===== src/rtl/fifo_rd_streamer.sv =====
// fifo_rd_streamer: drains a FIFO with a registered (1-cycle) read port and
// re-presents the words as a valid/ready stream. A small credit-controlled
// skid buffer hides the read latency so one word per cycle can be sustained.
// Optional build macro: RD_UNDERFLOW_CHK_EN -- when defined, a read that comes
// back with underflow is discarded and a sticky err_underflow flag is raised;
// when undefined, underflow is ignored and err_underflow is tied low.
module fifo_rd_streamer #(
  parameter int FIFO_WIDTH = 16,
  parameter int BUF_DEPTH  = 3
) (
  input  logic                           clk,
  input  logic                           rst_n,
  input  logic                           enable,
  input  logic                           flush,
  input  logic                           empty,
  input  logic                           underflow,
  input  logic [FIFO_WIDTH-1:0]          data_out,
  output logic                           rd_en,
  output logic                           m_valid,
  input  logic                           m_ready,
  output logic [FIFO_WIDTH-1:0]          m_data,
  output logic [$clog2(BUF_DEPTH+1)-1:0] level,
  output logic                           busy,
  output logic                           err_underflow
);

  localparam int LW = $clog2(BUF_DEPTH + 1);
  localparam int PW = $clog2(BUF_DEPTH);
  localparam logic [LW:0]   DEPTH_CMP = (LW + 1)'(BUF_DEPTH);
  localparam logic [PW-1:0] LAST_IDX  = PW'(BUF_DEPTH - 1);

  typedef enum logic [1:0] {
    ST_IDLE   = 2'd0,
    ST_STREAM = 2'd1,
    ST_FLUSH  = 2'd2
  } state_t;

  state_t                 state_reg, state_next;
  logic                   inflight_q;
  logic [PW-1:0]          wr_ptr_reg, wr_ptr_next;
  logic [PW-1:0]          rd_ptr_reg, rd_ptr_next;
  logic [LW-1:0]          level_reg, level_next;
  logic [LW:0]            committed;
  logic                   capture_ok;
  logic                   push;
  logic                   pop;

  logic [BUF_DEPTH-1:0][FIFO_WIDTH-1:0] entries;

  // Words already held plus the one still coming back from the FIFO must
  // never exceed the buffer, so a read is only issued when a slot is free
  // for it. m_ready is deliberately absent here: the credit only frees on the
  // cycle after a pop, which keeps the consumer out of the rd_en timing path.
  assign committed = {1'b0, level_reg} + {{LW{1'b0}}, inflight_q};
  assign rd_en     = (state_reg == ST_STREAM) && enable && !flush && !empty &&
                     (committed < DEPTH_CMP);

  assign m_valid    = (level_reg != '0) && (state_reg != ST_FLUSH);
  assign pop        = m_valid && m_ready;
  assign capture_ok = inflight_q && (state_reg != ST_FLUSH) && !flush;
  assign m_data     = entries[rd_ptr_reg];
  assign level      = level_reg;
  assign busy       = (state_reg != ST_IDLE);

`ifdef RD_UNDERFLOW_CHK_EN
  logic err_reg;

  assign push          = capture_ok && !underflow;
  assign err_underflow = err_reg;

  // Sticky protocol error: once a read returns with underflow, stay set until reset.
  always_ff @(posedge clk or negedge rst_n) begin
    if (!rst_n) begin
      err_reg <= 1'b0;
    end else if (inflight_q && underflow) begin
      err_reg <= 1'b1;
    end
  end
`else
  logic unused_underflow;

  assign push             = capture_ok;
  assign unused_underflow = underflow;
  assign err_underflow    = 1'b0;
`endif

  // One register per skid entry; the entry addressed by wr_ptr takes the returning word.
  generate
    for (genvar gi = 0; gi < BUF_DEPTH; gi++) begin : g_entry
      logic [FIFO_WIDTH-1:0] entry_reg;

      // Capture the FIFO word into this slot when it is the write target.
      always_ff @(posedge clk or negedge rst_n) begin
        if (!rst_n) begin
          entry_reg <= '0;
        end else if (push && (wr_ptr_reg == PW'(gi))) begin
          entry_reg <= data_out;
        end
      end

      assign entries[gi] = entry_reg;
    end
  endgenerate

  // State register plus the one-deep record of an outstanding FIFO read.
  always_ff @(posedge clk or negedge rst_n) begin
    if (!rst_n) begin
      state_reg  <= ST_IDLE;
      inflight_q <= 1'b0;
    end else begin
      state_reg  <= state_next;
      inflight_q <= rd_en;
    end
  end

  // Next-state logic; flush overrides everything and FLUSH waits out the in-flight read.
  always_comb begin
    state_next = state_reg;
    if (flush) begin
      state_next = ST_FLUSH;
    end else begin
      case (state_reg)
        ST_IDLE:   if (enable)      state_next = ST_STREAM;
        ST_STREAM: if (!enable)     state_next = ST_IDLE;
        ST_FLUSH:  if (!inflight_q) state_next = ST_IDLE;
        default:                    state_next = ST_IDLE;
      endcase
    end
  end

  // Circular-buffer bookkeeping; pointers wrap by compare since depth need not be a power of two.
  always_comb begin
    wr_ptr_next = wr_ptr_reg;
    rd_ptr_next = rd_ptr_reg;
    level_next  = level_reg;
    if (flush) begin
      wr_ptr_next = '0;
      rd_ptr_next = '0;
      level_next  = '0;
    end else begin
      if (push) begin
        wr_ptr_next = (wr_ptr_reg == LAST_IDX) ? '0 : wr_ptr_reg + PW'(1);
      end
      if (pop) begin
        rd_ptr_next = (rd_ptr_reg == LAST_IDX) ? '0 : rd_ptr_reg + PW'(1);
      end
      case ({push, pop})
        2'b10:   level_next = level_reg + LW'(1);
        2'b01:   level_next = level_reg - LW'(1);
        default: level_next = level_reg;
      endcase
    end
  end

  // Pointer and occupancy registers.
  always_ff @(posedge clk or negedge rst_n) begin
    if (!rst_n) begin
      wr_ptr_reg <= '0;
      rd_ptr_reg <= '0;
      level_reg  <= '0;
    end else begin
      wr_ptr_reg <= wr_ptr_next;
      rd_ptr_reg <= rd_ptr_next;
      level_reg  <= level_next;
    end
  end

endmodule


===== config.mk =====
export PLATFORM = sky130hd
export DESIGN_NAME = fifo_rd_streamer
export DESIGN_NICKNAME = d
export VERILOG_FILES = /design/src/rtl/fifo_rd_streamer.sv
export SDC_FILE = /design/constraint.sdc
export NUM_CORES = 1
export LEC_CHECK = 0
export CAP_MARGIN = 5
export CELL_PAD_IN_SITES_DETAIL_PLACEMENT = 1
export CELL_PAD_IN_SITES_GLOBAL_PLACEMENT = 1
export CORE_AREA = 2 2 78 110
export DETAILED_ROUTE_END_ITERATION = 16
export DIE_AREA = 0 0 80 112
export PLACE_DENSITY_LB_ADDON = 0.1
export SYNTH_ARGS = -nofsm -noshare
export SYNTH_HDL_FRONTEND = slang
export SYNTH_SLANG_ARGS = --single-unit

===== constraint.sdc =====
create_clock -name clk -period 3.68 [get_ports clk]
set_input_delay 0.368 -clock clk [delete_from_list [all_inputs] [get_ports clk]]
set_output_delay 0.368 -clock clk [all_outputs]
set_load 0.02 [all_outputs]

==> results.py, run 1 <==
metrics = {
    "run_status": {
        "outcome": "complete, no violations",
    },
    "worst_setup_path": {
        "crit_required_ns": 3.31,
        "crit_type": "reg -> out",
        "path_max_fanout": 19,
        "critical_path.startpoint": "rd_ptr_reg[0]",
        "cp-end-kind": "output port",
        "r2r_start": "inflight_q",
        "setup.worst_path.start_class": "register",
        "arrival_ns": 2.41,
    },
    "detailed_routing": {
        "drt_first_iter_violations": 71,
        "viasPerCell": 4.91,
        "postRouteAntennaNets": 0,
        "routed-via-count": 1763,
        "drt_pass1_iterations": 3,
        "totalWireLength_um": 6210,
        "routedWlPerCell_um": 17.3,
        "route.detailed.drc": 0,
    },
    "timing": {
        "min_period_ns": 2.78,
        "fin_ws_ns": 0.903,
        "holdWs_ns": 0.204,
        "slew_headroom": 0.330,
        "skew_ns": 0.00667,
        "drv_slew": 0,
        "max_freq_mhz": 360,
        "finalHoldViolations": 0,
        "tns_ns": 0,
        "worst_slew_pin_slew_ns": 1.01,
        "min_period_over_period": 0.755,
        "final-setup-viol-count": 0,
        "rsz0062_at_grt": "false",
    },
    "finish": {
        "fillCellCount": 858,
        "syn2layout_area_growth_pct": 29.2,
        "final_nets": 278,
        "fin_cells": 359,
        "final_cell_area_um2": 3510,
        "largest_register_ffs": 48,
        "fin_util": 0.438,
        "drive_gt1_frac": 0.296,
        "num_antenna_cells": 0,
    },
    "placed_design": {
        "postPlaceCellArea_um2": 3210,
        "port_buffers": 42,
        "dp_cells": 344,
        "routabilityCongestion": 0.679,
        "place_ws_ns": 1.20,
        "dp_hpwl_um": 3930,
    },
    "yosys": {
        "synth_xor_area_frac": 0.00323,
        "yosys_warnings": 0,
        "syn-cell-area_um2": 2710,
        "yosys_register_bits": 57,
        "synthMuxAreaShare": 0.271,
        "synthTopCellsByCount": "57 x dfrtp_1, 39 x mux2_2, 18 x o21ai_0",
        "seq_area_frac_synth": 0.526,
        "synthSimpleGateAreaFrac": 0.0871,
        "synthCells": 207,
        "netlist.top_cell.by_area": "dfrtp_1",
        "synth_async_sr_flop_share": 1.00,
        "synth_top_family_by_area": "multiplexers",
        "ys_top_cells_by_area": "dfrtp_1 53%, mux2_2 16%, mux2i_1 5.9%, mux2_4 5.0%, o21ai_0 3.3%",
        "synth_compound_area_frac": 0.0650,
        "synth_cell_types": 41,
        "syn_nets": 232,
        "synth-edff-count": 0,
        "synth_top_area_share": 0.526,
        "yosysMostFrequentCell": "dfrtp_1",
        "synth_ff_type": "dfrtp_1",
        "synth-adder-area-share": 0.00922,
        "syn_area_per_cell_um2": 13.1,
    },
    "clock_network": {
        "hold_buffers": 0,
        "clockBufferDepth": 2,
        "cts_inserted_buffers": 9,
        "cts_tree": "done",
        "cts_max_level": 3,
        "ctsResizeCount": 0,
        "cts.sink_count": 57,
        "root_buffer": "clkbuf_16",
        "post_cts_buffers": 0,
        "clk_latency_ns": 0.32,
        "clk_pin_slew_ns": 0.05,
    },
    "global_route": {
        "grt_start_max_net_pins": 44,
        "grt_pass1_wl_um": 10500,
        "grt_usage": 0.156,
        "grt_antenna_before_repair": 0,
        "grt-ovfl-total": 0,
        "grt_pass1_vias": 2000,
    },
    "power": {
        "max-vdd-ir-drop_mv": 0.273,
        "p_leak_nw": 1.59,
        "p_total_mw": 1.58,
        "powerDensity_nw_per_um2": 451,
    },
    "floorplan": {
        "coreArea_um2": 8000,
        "initial_core_util": 0.339,
        "die_area_um2": 8960,
        "num_rows": 39,
        "die_x_um": 80,
        "dieHeight_um": 112,
        "ios": 45,
    },
    "job": {
        "cap_violations": 0,
    },
    "hold_path": {
        "hold_path.class": "in -> async",
    },
}
## layer usage
layer / vias to the layer above / wire length (um) / track usage
li1: 826 / - / -
met2: 34 / 3130 / 0.247
met5: - / 0 / 0
met4: 0 / 91 / 0.0576
met3: 7 / 215 / 0.0438
met1: 896 / 2770 / 0.201
## cell usage in the layout, fill, tap and decap left out, drive strengths merged
| master | instances |
|---|---|
| a311oi | 1 |
| o31ai | 1 |
| or4 | 1 |
| nor4b | 2 |
| nor2b | 2 |
| mux2 | 48 |
| xor2 | 1 |
| or3b | 1 |
| a21oi | 3 |
| o21ai | 18 |
| nor3 | 1 |
| o41ai | 1 |
| clkbuf | 12 |
| nand4b | 3 |
| nor2 | 2 |
| and3 | 1 |
| mux2i | 16 |
| nor3b | 1 |
| a211oi | 1 |
| nand2 | 17 |
| a31oi | 1 |
| or3 | 1 |
| buf | 7 |
| or2 | 1 |
| nand3 | 1 |
| dfrtp | 57 |
| inv | 3 |
| conb | 1 |
| ha | 2 |
| a21o | 1 |
| bufinv | 1 |
| a41oi | 1 |
| nand2b | 2 |
| o211ai | 1 |
| clkinv | 2 |
| clkdlybuf4s50 | 41 |
| o311ai | 1 |
## cells by family (layout without fill, tap and decap cells)
| kind of cell | after synthesis | in the layout |
|---|---|---|
| buf+inv | 16 | 66 |
| simple gates | 36 | 36 |
| fa+ha+maj | 2 | 2 |
| mux | 64 | 64 |
| flops | 57 | 57 |
| other cells | 1 | 1 |
| xor+xnor | 1 | 1 |
| compound gates | 30 | 30 |
## critical path, cell delays in order (launching register included)
cell	delay, ns
dfrtp_1	0.78
nor2b_1	0.25
buf_4	0.23
nand2_1	0.07
o21ai_0	0.11
clkdlybuf4s50_1	0.65
## final cells by class
cell class                 instances  area, um^2  area share
tap                              102         128      0.0364
multi-input combinational        134        1180       0.338
sequential                        57        1430       0.407
clock buffer                      12         256      0.0731
timing repair buffer              48         460       0.131
clock inverter                     3        40.0      0.0114
inverter                           3        11.3     0.00321
## final timing paths
kind	to	slack [ns]	cells past startpoint
hold reg to reg	g_entry[1].entry_reg[5]	0.50	1
hold / removal	g_entry[0].entry_reg[4]	0.20	1
setup / recovery	m_data[14]	0.90	5
max in group asynchronous	g_entry[1].entry_reg[3]	2.67	2
setup reg to reg	g_entry[0].entry_reg[13]	1.86	3
min in group clk	g_entry[1].entry_reg[5]	0.50	1
## where the power goes
part           internal (mW)  total [mW]  switching (mW)  leakage, nW
Combinational         0.0538       0.108          0.0538        0.655
Clock                  0.554       0.830           0.276        0.148
Sequential             0.638       0.644         0.00626        0.791
Total                   1.25        1.58           0.336         1.59
Power figures use the tool's default switching activity.
==> run 2, diff against run 1 <==
Clock period 3.68 ns to 2.6 ns, I/O delays scaled along.
==> run 2 against run 1 <==
Against the previous run: sequential share of layout area down 0.75 points; worst hold slack better by 0.25 ns; clock power rose by 40%; global-route usage up 0.14 points.
==> results.py, run 2 (synthesized netlist as in run 1, its figures left out) <==
metrics = {
    "timing": {
        "finalHoldViolations": 0,
        "skew_ns": 0.00615,
        "min_period_ns": 2.43,
        "final-setup-viol-count": 0,
        "tns_ns": 0,
        "drv_slew": 0,
        "min_period_over_period": 0.936,
        "fin_ws_ns": 0.165,
        "max_freq_mhz": 411,
        "rsz0062_at_grt": "false",
    },
    "power": {
        "clockPowerShare": 0.521,
        "power.net_switching_uw": 462,
        "pwr-share-comb": 0.070,
        "max-vdd-ir-drop_mv": 0.311,
        "internal_power_mw": 1.77,
        "powerDensity_nw_per_um2": 624,
        "p_seq_frac": 0.409,
        "p_leak_nw": 1.64,
        "switching_share": 0.208,
    },
    "worst_setup_path": {
        "worstPathCellList": "buf_12, mux2i_1, o21ai_0, clkdlybuf4s50_1",
        "cp-end-kind": "output port",
        "crit_type": "reg -> out",
        "reg2reg_setup_slack_ns": 0.86,
        "setup.worst_path.start_class": "register",
        "critPathMaxStageDelay_ns": 0.66,
        "crit_required_ns": 2.34,
        "critPathTopFamily": "buffers and inverters",
        "critPathBufInv": 2,
        "path_max_fanout": 12,
        "crit_slowest_cell": "clkdlybuf4s50_1",
        "arrival_ns": 2.17,
    },
    "finish": {
        "drive_gt1_frac": 0.311,
        "largest_register_ffs": 48,
        "final_nets": 285,
        "multi_input_area_um2": 1180,
        "syn2layout_area_growth_pct": 31.7,
        "layout_commonest_cell": "dfrtp_1",
        "most-common-layout-cells": "57 x dfrtp_1, 40 x clkdlybuf4s50_1, 39 x mux2_2, 18 x o21ai_0, 17 x nand2_1",
        "seq_area_um2": 1430,
        "fillCellCount": 848,
        "num_antenna_cells": 0,
    },
    "detailed_routing": {
        "drt_first_iter_violations": 110,
        "routedWlPerCell_um": 17.1,
        "totalWireLength_um": 6260,
        "drt_pass1_iterations": 4,
        "route.detailed.drc": 0,
        "routed-via-count": 1821,
        "viasPerCell": 4.98,
        "postRouteAntennaNets": 0,
    },
    "global_route": {
        "grt_pass1_wl_um": 10700,
        "grt-ovfl-total": 0,
        "grt_usage": 0.157,
        "grt_start_max_net_pins": 38,
        "grt_pass1_vias": 2041,
        "grt_antenna_before_repair": 0,
    },
    "clock_network": {
        "cts_max_level": 3,
        "post_cts_buffers": 0,
        "root_buffer": "clkbuf_16",
        "clk_pin_slew_ns": 0.05,
        "cts_inserted_buffers": 9,
        "clockBufferDepth": 2,
        "clk_latency_ns": 0.32,
        "cts_tree": "done",
        "cts.sink_count": 57,
    },
    "floorplan": {
        "die_x_um": 80,
        "initial_core_util": 0.339,
        "coreArea_um2": 8000,
        "num_rows": 39,
        "die_area_um2": 8960,
        "dieHeight_um": 112,
        "ios": 45,
    },
    "placed_design": {
        "routabilityCongestion": 0.660,
        "dp_hpwl_um": 4140,
        "port_buffers": 42,
        "place_ws_ns": 0.302,
    },
    "job": {
        "cap_violations": 0,
    },
    "run_status": {
        "outcome": "complete, no violations",
    },
    "hold_path": {
        "hold_path.class": "in -> async",
    },
}
==> run 2: cell types whose count changed in the layout (fill, tap and decap cells not counted), sizes merged <==
cell	change
dlygate4sd3	+1
dlygate4sd2	+1
clkdlybuf4s50	-1
buf	+6
==> run 2: repair_timing <==
action	4_1_cts	5_1_grt
hold buffers	1	0
endpoints found under the hold margin	20	0
gates resized for setup	1	0
setup endpoints to repair	1	0
==> run 2: final timing paths <==
path                                            endpoint     startpoint  cells past startpoint
max in group asynchronous       g_entry[0].entry_reg[12]          rst_n                      3
worst min-delay path             g_entry[0].entry_reg[4]          rst_n                      3
worst max register to register  g_entry[0].entry_reg[12]     inflight_q                      4
worst max-delay path                          m_data[11]  rd_ptr_reg[1]                      4
worst min register to register              state_reg[0]   state_reg[1]                      1
min in group clk                            state_reg[0]   state_reg[1]                      1
==> run 2: through the flow <==
step	hold WS (ns)	cells	area [um^2]	power [mW]	utilization
after floorplan	-0.0356	207	2710	0.986	-
after global placement	0.264	350	3270	1.08	0.408
after detailed placement	0.263	350	3270	1.08	0.408
after CTS	0.465	366	3570	2.27	0.447
after global routing	0.491	366	3570	2.32	0.447
final	0.455	366	3570	2.23	0.447
==> run 2: cell type report <==
class | instances | share of cell area
Sequential cell | 57 | 0.399
Multi-Input combinational cell | 134 | 0.332
Timing Repair Buffer | 55 | 0.147
Clock buffer | 12 | 0.0718
Tap cell | 102 | 0.0357
Clock inverter | 3 | 0.0112
Inverter | 3 | 0.00315
==> run 2: layer usage <==
metal | vias up | track usage | share of wire
met1 | 934 | 0.204 | 0.44
met4 | 0 | 0.0475 | 0.012
met5 | - | 0 | 0
li1 | 847 | - | -
met3 | 6 | 0.0340 | 0.031
met2 | 34 | 0.260 | 0.51
==> run 2: worst register-to-register path, stage by stage (launching register included) <==
cell	delay [ns]
dfrtp_1	0.35
buf_4	0.17
nand2b_2	0.12
or4_4	0.62
mux2_4	0.36
==> run 2: power groups by stage <==
stage	Combinational [mW]	Sequential (mW)	Clock [mW]
global placement	0.157	0.925	0
detailed placement	0.158	0.925	0
finish	0.155	0.911	1.16
floorplan	0.0629	0.923	0
CTS	0.160	0.911	1.20
global route	0.172	0.912	1.23
==> run 3, diff against run 2 <==
Settings changed: CELL_PAD_IN_SITES_DETAIL_PLACEMENT 1 to default, CELL_PAD_IN_SITES_GLOBAL_PLACEMENT 1 to default, PLACE_DENSITY_LB_ADDON 0.1 to default, SLEW_MARGIN from default to 20.
==> run 3 against run 2 <==
Against the previous run: cell count unchanged; first-iteration DRC count down 58%; count of clock-buffer cells in the layout unchanged; setup slack improved by 0.089 ns; register-to-register slack hardly changed; fmax rose by 3.8%; die area unchanged; clock power fell by 6%; clock skew up 0.00056 ns; combinational power about the same; critical path depth is the same; sequential power is essentially flat; critical endpoint is now m_data[5].
==> results.py, run 3 (synthesized netlist as in run 1, its figures left out) <==
metrics = {
    "finish": {
        "layout_commonest_cell": "dfrtp_1",
        "syn2layout_area_growth_pct": 30.8,
        "final_cell_area_um2": 3550,
        "most-common-layout-cells": "57 x dfrtp_1, 40 x clkdlybuf4s50_1, 39 x mux2_2, 18 x o21ai_0, 17 x nand2_1",
        "fillCellCount": 773,
        "fin_cells": 366,
        "drive_gt1_frac": 0.322,
        "fin_util": 0.444,
        "largest_register_ffs": 48,
        "num_antenna_cells": 0,
        "final_nets": 285,
    },
    "worst_setup_path": {
        "reg2reg_setup_slack_ns": 0.86,
        "crit_required_ns": 2.34,
        "path_max_fanout": 9,
        "endpoint": "m_data[5]",
        "cp-end-kind": "output port",
        "crit_type": "reg -> out",
        "critical_path.startpoint": "rd_ptr_reg[1]",
        "r2r_start": "inflight_q",
        "rr_worst_depth": 4,
        "arrival_ns": 2.09,
        "setup.worst_path.start_class": "register",
        "rr_endpoint": "g_entry[0].entry_reg[9]",
    },
    "clock_network": {
        "root_buffer": "clkbuf_16",
        "post_cts_buffers": 0,
        "clockBufferDepth": 2,
        "clk_pin_slew_ns": 0.05,
        "cts_max_level": 3,
        "cts_inserted_buffers": 9,
        "clk_latency_ns": 0.32,
        "cts_tree": "done",
        "cts.sink_count": 57,
    },
    "placed_design": {
        "place_ws_ns": 0.353,
        "dp_cells": 351,
        "postPlaceCellArea_um2": 3270,
        "dp_hpwl_um": 3840,
        "routabilityCongestion": 0.720,
        "port_buffers": 42,
    },
    "timing": {
        "finalHoldViolations": 0,
        "rsz0062_at_grt": "false",
        "drv_slew": 0,
        "slew_headroom": 0.490,
        "fin_ws_ns": 0.255,
        "worst_slew_pin_slew_ns": 0.765,
        "max_freq_mhz": 426,
        "final-setup-viol-count": 0,
        "skew_ns": 0.00671,
        "min_period_over_period": 0.902,
        "min_period_ns": 2.35,
        "holdWs_ns": 0.0200,
        "tns_ns": 0,
    },
    "power": {
        "powerDensity_nw_per_um2": 608,
        "max-vdd-ir-drop_mv": 0.309,
        "p_leak_nw": 1.65,
        "p_total_mw": 2.16,
    },
    "global_route": {
        "grt_usage": 0.142,
        "grt_start_max_net_pins": 36,
        "grt-ovfl-total": 0,
        "grt_pass1_wl_um": 9690,
        "grt_antenna_before_repair": 0,
        "grt_pass1_vias": 1933,
    },
    "floorplan": {
        "die_area_um2": 8960,
        "num_rows": 39,
        "dieHeight_um": 112,
        "coreArea_um2": 8000,
        "initial_core_util": 0.339,
        "die_x_um": 80,
        "ios": 45,
    },
    "detailed_routing": {
        "postRouteAntennaNets": 0,
        "route.detailed.drc": 0,
        "drt_first_iter_violations": 46,
        "viasPerCell": 4.86,
        "drt_pass1_iterations": 4,
        "routed-via-count": 1779,
        "routedWlPerCell_um": 15.5,
        "totalWireLength_um": 5660,
    },
    "hold_path": {
        "hold_path.class": "in -> async",
    },
    "job": {
        "cap_violations": 0,
    },
    "run_status": {
        "outcome": "complete, no violations",
    },
}
==> run 3: cell types whose count changed in the layout (fill, tap and decap cells not counted) <==
cell	before	now
buf_12	1	0
buf_4	11	13
bufinv_16	1	0
clkbuf_1	1	0
clkbuf_8	2	3
clkinv_2	2	3
dlygate4sd2_1	1	0
dlygate4sd3_1	1	0
dlymetal6s2s_1	0	1
nor2b_1	1	0
nor2b_2	0	1
==> run 3: worst min path at each step <==
stage	startpoint	end	slack, ns	depth (start not counted)
3_5_place_dp	rst_n	g_entry[0].entry_reg[2]	0.38	1
2_1_floorplan	rst_n	g_entry[0].entry_reg[0]	-0.04	0
3_3_place_gp	rst_n	g_entry[2].entry_reg[2]	0.38	1
4_1_cts	rst_n	g_entry[2].entry_reg[0]	0.05	1
6_report	rst_n	g_entry[0].entry_reg[2]	0.02	1
5_1_grt	rst_n	g_entry[0].entry_reg[2]	0.09	1
==> run 3: final cells by class <==
type | count | area (um^2) | share of cell area
clock buffer | 12 | 267 | 0.0751
inverter | 3 | 11.3 | 0.00317
sequential | 57 | 1430 | 0.402
timing repair buffer | 55 | 515 | 0.145
tap | 102 | 128 | 0.0360
clock inverter | 3 | 15.0 | 0.00423
multi-input combinational | 134 | 1190 | 0.335
==> run 3: where the power goes <==
group	internal [mW]	switching, mW	total [mW]
sequential	0.903	0.00815	0.911
clock	0.710	0.383	1.09
combinational	0.0783	0.0750	0.153
==> run 3: worst max-delay path, cell delays in order (launching register included) <==
cell	delay [ns]
dfrtp_1	0.58
buf_4	0.26
mux2i_1	0.09
o21ai_0	0.19
clkdlybuf4s50_1	0.64
==> run 3: timing repair <==
item,4_1_cts,5_1_grt
resized for setup,0,1
setup endpoints to repair,0,1
hold buffers,0,0
==> run 3: layer usage <==
metal  wire [um]  track usage  up-vias
li1            -            -      843
met1        2630        0.193      885
met2        2680        0.212       43
met3         253       0.0389        8
met4          89       0.0576        0
met5           0            0        -
